## src/rtl/muldiv_ctrl_pkg.sv

```systemverilog
// -----------------------------------------------------------------------------
// muldiv_ctrl_pkg
// Shared definitions for the multi-cycle arithmetic sequencing controller.
//   state_t      : controller FSM states (IDLE=0, LAUNCH=1, WAIT=2, DONE=3)
//   op_t         : execute-stage op codes for the MULT/DIV path
//   DEF_TIMEOUT  : default watchdog limit in WAIT cycles
//   DEF_BLANK    : default number of WAIT cycles during which unit ready is ignored
//   is_unit_op() : true for op codes that launch a multi-cycle unit
// -----------------------------------------------------------------------------
package muldiv_ctrl_pkg;

   typedef enum logic [1:0] {
      ST_IDLE   = 2'd0,
      ST_LAUNCH = 2'd1,
      ST_WAIT   = 2'd2,
      ST_DONE   = 2'd3
   } state_t;

   typedef enum logic [1:0] {
      OP_NONE = 2'b00,
      OP_MULT = 2'b01,
      OP_DIV  = 2'b10,
      OP_RSVD = 2'b11
   } op_t;

   localparam int DEF_TIMEOUT = 40;
   localparam int DEF_BLANK   = 2;

   // Reserved and none codes never start a unit; only MULT and DIV do.
   function automatic logic is_unit_op(input logic [1:0] op);
      return (op == OP_MULT) || (op == OP_DIV);
   endfunction

endpackage

```

## src/rtl/muldiv_ctrl_watchdog.sv

```systemverilog
// -----------------------------------------------------------------------------
// muldiv_ctrl_watchdog
// Blanking and timeout counters for one in-flight multi-cycle operation.
// Both counters are loaded by clr and count down while en is high.
//   clock      in  : rising-edge clock
//   reset      in  : synchronous active-high reset
//   clr        in  : load both counters (asserted in LAUNCH)
//   en         in  : count one WAIT cycle
//   expired    out : this WAIT cycle is the TIMEOUT-th one
//   blank_done out : blanking window is over, unit ready may be trusted
// -----------------------------------------------------------------------------
module muldiv_ctrl_watchdog #(
   parameter int TIMEOUT = 40,
   parameter int BLANK   = 2
) (
   input  logic clock,
   input  logic reset,
   input  logic clr,
   input  logic en,
   output logic expired,
   output logic blank_done
);

   localparam int TW = (TIMEOUT > 1) ? $clog2(TIMEOUT + 1) : 1;
   localparam int BW = (BLANK > 0) ? $clog2(BLANK + 1) : 1;

   logic [TW-1:0] wd_cnt;
   logic [BW-1:0] blank_cnt;

   // The watchdog is loaded with TIMEOUT-1 so it reads zero during the last
   // permitted WAIT cycle; both counters stick at zero.
   always_ff @(posedge clock) begin
      if (reset) begin
         wd_cnt    <= '0;
         blank_cnt <= '0;
      end else if (clr) begin
         wd_cnt    <= TW'(TIMEOUT - 1);
         blank_cnt <= BW'(BLANK);
      end else if (en) begin
         if (wd_cnt != '0) begin
            wd_cnt <= wd_cnt - TW'(1);
         end
         if (blank_cnt != '0) begin
            blank_cnt <= blank_cnt - BW'(1);
         end
      end
   end

   assign expired    = en && (wd_cnt == '0);
   assign blank_done = (blank_cnt == '0);

endmodule

```

## src/rtl/muldiv_ctrl.sv

```systemverilog
// -----------------------------------------------------------------------------
// muldiv_ctrl
// Sequences one MULT or DIV at a time through the Booth multiplier or the
// iterative divider, stalls the pipeline while the unit works, and hands the
// result to writeback for exactly one cycle.
//   clock, reset                 : rising-edge clock, synchronous active-high reset
//   ex_valid, ex_op, ex_rd       : instruction from the execute stage
//   ex_a, ex_b                   : operands
//   flush                        : kill the in-flight op
//   start_mult, start_div        : one-cycle launch pulses to the units
//   unit_a, unit_b               : registered operands shared by both units
//   mult_/div_result,_ready,_exc : unit responses
//   stall                        : hold the pipeline (combinational)
//   wb_valid, wb_rd, wb_data, wb_exc : writeback handoff
//   busy                         : controller not idle (combinational)
// -----------------------------------------------------------------------------
module muldiv_ctrl
   import muldiv_ctrl_pkg::*;
#(
   parameter int WIDTH   = 32,
   parameter int TIMEOUT = DEF_TIMEOUT,
   parameter int BLANK   = DEF_BLANK
) (
   input  logic             clock,
   input  logic             reset,
   input  logic             ex_valid,
   input  logic [1:0]       ex_op,
   input  logic [4:0]       ex_rd,
   input  logic [WIDTH-1:0] ex_a,
   input  logic [WIDTH-1:0] ex_b,
   input  logic             flush,
   output logic             start_mult,
   output logic             start_div,
   output logic [WIDTH-1:0] unit_a,
   output logic [WIDTH-1:0] unit_b,
   input  logic [WIDTH-1:0] mult_result,
   input  logic [WIDTH-1:0] div_result,
   input  logic             mult_ready,
   input  logic             div_ready,
   input  logic             mult_exc,
   input  logic             div_exc,
   output logic             stall,
   output logic             wb_valid,
   output logic [4:0]       wb_rd,
   output logic [WIDTH-1:0] wb_data,
   output logic             wb_exc,
   output logic             busy
);

   state_t           state;
   op_t              op_q;
   logic [4:0]       rd_q;
   logic             wb_valid_q;
   logic             accept;
   logic             sel_ready;
   logic             sel_exc;
   logic [WIDTH-1:0] sel_result;
   logic             expired;
   logic             blank_done;

   muldiv_ctrl_watchdog #(
      .TIMEOUT (TIMEOUT),
      .BLANK   (BLANK)
   ) u_watchdog (
      .clock      (clock),
      .reset      (reset),
      .clr        (state == ST_LAUNCH),
      .en         (state == ST_WAIT),
      .expired    (expired),
      .blank_done (blank_done)
   );

   // Reset outranks accept, so a reset cycle never raises stall or launches.
   assign accept = (state == ST_IDLE) && ex_valid && is_unit_op(ex_op) && !flush && !reset;

   // Only the unit that was launched is listened to.
   assign sel_ready  = (op_q == OP_DIV) ? div_ready  : mult_ready;
   assign sel_exc    = (op_q == OP_DIV) ? div_exc    : mult_exc;
   assign sel_result = (op_q == OP_DIV) ? div_result : mult_result;

   assign stall = accept || (state == ST_LAUNCH) || (state == ST_WAIT);
   assign busy  = (state != ST_IDLE);

   // A flush arriving in the DONE cycle itself must still cancel the
   // writeback, which a purely registered flag cannot do.
   assign wb_valid = wb_valid_q && !flush;

   // Controller FSM with its registered outputs. When a real ready and the
   // watchdog expiry coincide, the real result is kept.
   always_ff @(posedge clock) begin
      if (reset) begin
         state      <= ST_IDLE;
         op_q       <= OP_NONE;
         rd_q       <= '0;
         start_mult <= 1'b0;
         start_div  <= 1'b0;
         unit_a     <= '0;
         unit_b     <= '0;
         wb_valid_q <= 1'b0;
         wb_rd      <= '0;
         wb_data    <= '0;
         wb_exc     <= 1'b0;
      end else begin
         start_mult <= 1'b0;
         start_div  <= 1'b0;
         wb_valid_q <= 1'b0;
         unique case (state)
            ST_IDLE: begin
               if (accept) begin
                  op_q       <= op_t'(ex_op);
                  rd_q       <= ex_rd;
                  unit_a     <= ex_a;
                  unit_b     <= ex_b;
                  start_mult <= (ex_op == OP_MULT);
                  start_div  <= (ex_op == OP_DIV);
                  state      <= ST_LAUNCH;
               end
            end
            ST_LAUNCH: begin
               state <= flush ? ST_IDLE : ST_WAIT;
            end
            ST_WAIT: begin
               if (flush) begin
                  state <= ST_IDLE;
               end else if (blank_done && sel_ready) begin
                  wb_data    <= sel_result;
                  wb_exc     <= sel_exc;
                  wb_rd      <= rd_q;
                  wb_valid_q <= 1'b1;
                  state      <= ST_DONE;
               end else if (expired) begin
                  wb_data    <= '0;
                  wb_exc     <= 1'b1;
                  wb_rd      <= rd_q;
                  wb_valid_q <= 1'b1;
                  state      <= ST_DONE;
               end
            end
            ST_DONE: begin
               state <= ST_IDLE;
            end
         endcase
      end
   end

endmodule

```

## config.mk

```make
export PLATFORM = sky130hd
export DESIGN_NAME = muldiv_ctrl
export DESIGN_NICKNAME = d
export VERILOG_FILES = /design/src/rtl/muldiv_ctrl_pkg.sv /design/src/rtl/muldiv_ctrl_watchdog.sv /design/src/rtl/muldiv_ctrl.sv
export SDC_FILE = /design/constraint.sdc
export NUM_CORES = 1
export LEC_CHECK = 0
export BUFFER_PORTS_ARGS = -buffer_cell sky130_fd_sc_hd__buf_2
export CAP_MARGIN = 0
export CELL_PAD_IN_SITES_DETAIL_PLACEMENT = 2
export CELL_PAD_IN_SITES_GLOBAL_PLACEMENT = 2
export CORE_MARGIN = 2
export CORE_UTILIZATION = 25
export DETAILED_ROUTE_END_ITERATION = 7
export GPL_ROUTABILITY_DRIVEN = 1
export PLACE_DENSITY = 0.88
export SLEW_MARGIN = 30
export SYNTH_ARGS = -nofsm -noshare
export SYNTH_HDL_FRONTEND = slang
export SYNTH_HIERARCHICAL = 1
export SYNTH_SLANG_ARGS = --single-unit
```

## constraint.sdc

```tcl
create_clock -name clock -period 2.4 [get_ports clock]
set_input_delay 0.24 -clock clock [delete_from_list [all_inputs] [get_ports clock]]
set_output_delay 0.24 -clock clock [all_outputs]
set_load 0.05 [all_outputs]
```

==> metrics.txt <==
sequential cell area=0.00244 mm²; commonest non-fill, non-tap cell in the layout=buf_2; pin count of the biggest net entering global routing=121; commonest non-fill, non-tap cells in the layout=248 x buf_2, 149 x nand2_1, 122 x dfxtp_1; Synth Cell Area=0.00505 mm²; Die H=146 µm; IO Port Bufs=~250; WP data arrival=2.48 ns; FMAX=456 MHz; fin crit share=91.3%; CTS Sinks=roughly 120; cts bufs inserted=17; DR pass1 iterations=4; Overall Global Routing Usage=17.8%; synth unique cells=45; antenna viol nets, final=0; number of synthesized flops with an enable pin=0; worst slew pin tran=0.780 ns; fin crit period=2.19 ns; CTS tree=done; max cap viols=0; H-tree Lvls=4; WL/cell=17.3 µm; DR DRC count=0; P per Cell Area=724 mW/mm²; HP Class=input pin to flop; Layout area overhead=40.1%; Slew HR=47.8%; Max Buffers Root-to-Sink=2; final setup fails=0; RR Startpoint=u_watchdog/wd_cnt[0]; Final Hold Fails=0; crit path kind=flop to flop; Initial DRC Count=187; hold path start=ex_a[1]; syn avg cell area=8.34 µm²; final hold slack=between 0.05 and 0.06 ns; Site Rows=51; WP data required=between 2 and 3 ns; layout cells sized above 1=39.4%; DP Wirelength=13700 µm; grt ovf=0; Most common cell on crit path=inv_1; CP startpoint=u_watchdog/wd_cnt[0]; Synth Flop Type=dfxtp_1; Clock Tree Root=clkbuf_16; worst vdd ir=0.000527 V; Synth Net Count=752; via/cell ratio=4.72; RePlAce Congestion=just under 0.8; final clock skew=roughly 0.013 ns; total die area=0.0213 mm²; vias in the first global route=5755; crit path cell chain=inv_1, ha_1, or4b_4, nor3_2, inv_1, o211a_1, buf_4, o21ai_0, a21oi_1; Total Power=5.12 mW; Horiz. Die Dim=between 100 and 150 µm; startpoint types=flop; via count=approximately 5300; first-pass GRT wire length=30200 µm; Post-CTS Hold Fix Bufs=0; slowest stage delay, CP=0.52 ns; setup TNS=0 ns; area of the multi-input gates=0.00230 mm²; worst-skew pair later-pin latency=0.42 ns; crit path max-delay cell type=or4b_4; initial core utilization=25.7%; RSZ-0062 raised after global routing=no; Final Max Slew Viols=0; sequential share of the synthesized area=48.4%; Syn. warnings=6; clock-pin slew of the registers on the worst-case setup and hold paths=0.06 ns; Seq cells post-synth=122; crit path capture type=flop; Top Ports=between 200 and 300; asr flop ratio synth=0%; Pleak=3.04 nW; Syn Inst Count=just over 600; Layout fillers=2350; CORE AREA=0.0197 mm²; outcome=completed; crit path max fanout=25; Total Wirelength=19400 µm; post-CTS setup buffers=0; initial antenna violation count=4; nets=982
power by group:
part           leakage (nW)  switching, mW  internal, mW
logic                  1.79          0.330         0.190
registers             0.985         0.0218          2.06
clock network         0.271          0.995          1.52
total                  3.04           1.35          3.78
cells in the mapped netlist, types with 2 or more instances:
cell type / instances / area, µm²
nand2_1: 150 / 563
dfxtp_1: 122 / 2440
a21oi_1: 112 / 561
nand3_1: 38 / 190
o21ai_0: 33 / 165
mux2_2: 32 / 360
clkbuf_1: 25 / 93.8
buf_6: 10 / 113
inv_1: 9 / 33.8
buf_2: 7 / 35.0
o21ai_1: 7 / 35.0
buf_4: 6 / 45.0
nor3_1: 6 / 30.0
nor2_1: 5 / 18.8
ha_1: 4 / 50.1
nor2b_1: 3 / 18.8
or3_1: 3 / 18.8
a311oi_1: 2 / 17.5
and2b_1: 2 / 15.0
and3_1: 2 / 12.5
mux2i_1: 2 / 20.0
nor4_1: 2 / 12.5
cells by family after synthesis:
family / count (synthesis) / synth area share (%)
AND/OR/NAND/NOR: 221 / 19.2
AO/OA/AOI/OAI: 165 / 17.3
flip-flops: 122 / 48.4
buffers and inverters: 59 / 6.52
multiplexers: 34 / 7.54
adder cells (fa/ha/maj): 4 / 0.992
path summary, 6_finish.rpt:
kind	to	slack, ns	cells past startpoint
setup / recovery	wb_data[16]	0.21	9
setup reg to reg	wb_data[16]	0.21	9
hold reg to reg	unit_a[15]	0.45	2
hold / removal	unit_a[1]	0.06	3
repair_timing:
| action | in CTS | in global routing |
|---|---|---|
| endpoints found under the setup margin | 2 | 22 |
| cloned | 0 | 0 |
| resized for setup | 1 | 3 |
routing by layer:
metal / up-vias / global-route usage, % / share of wire, %
met3: 38 / 6.84 / 6.2
met1: 2544 / 18.4 / 38
li1: 2523 / - / -
met2: 163 / 31.9 / 52
met4: 0 / 8.40 / 3.4
met5: - / 0 / 0
critical path, delay by kind of cell (launching register included):
family / cells / cell delay, ns
buf+inv: 3 / 0.41
simple gates: 2 / 0.68
flops: 1 / 0.35
compound gates: 3 / 0.44
fa+ha+maj: 1 / 0.19
area by class of cell:
cell class / count / share of cell area, %
flip-flops and latches: 122 / 34.5
multi-input cells: 424 / 32.5
repair buffers: 261 / 19.5
clock buffers: 17 / 6.02
well taps: 265 / 4.69
clock inverters: 15 / 2.16
inverters: 9 / 0.478
diodes: 4 / 0.142
state kept, by name, summed over array words and instances (netlist names):
signal and count:
unit_a 32, unit_b 32, wb_data 32, u_watchdog/wd_cnt 6, rd_q 5, wb_rd 5
op_q 2, state 2, u_watchdog/blank_cnt 2, start_div 1, start_mult 1, wb_exc 1
wb_valid_q 1
per-stage QoR:
| stage | cell area (µm²) | util, % | instances | setup slack, ns |
|---|---|---|---|---|
| 2_1_floorplan | 5050 | - | 605 | 0.470 |
| 3_3_place_gp | 6470 | 32.9 | 1081 | 0.306 |
| 3_5_place_dp | 6470 | 32.9 | 1081 | 0.162 |
| 4_1_cts | 7060 | 35.9 | 1113 | 0.0556 |
| 5_1_grt | 7070 | 36.0 | 1115 | 0.00387 |
| 6_report | 7070 | 36.0 | 1117 | 0.208 |
Note: power is estimated with default switching activity, not from simulation.
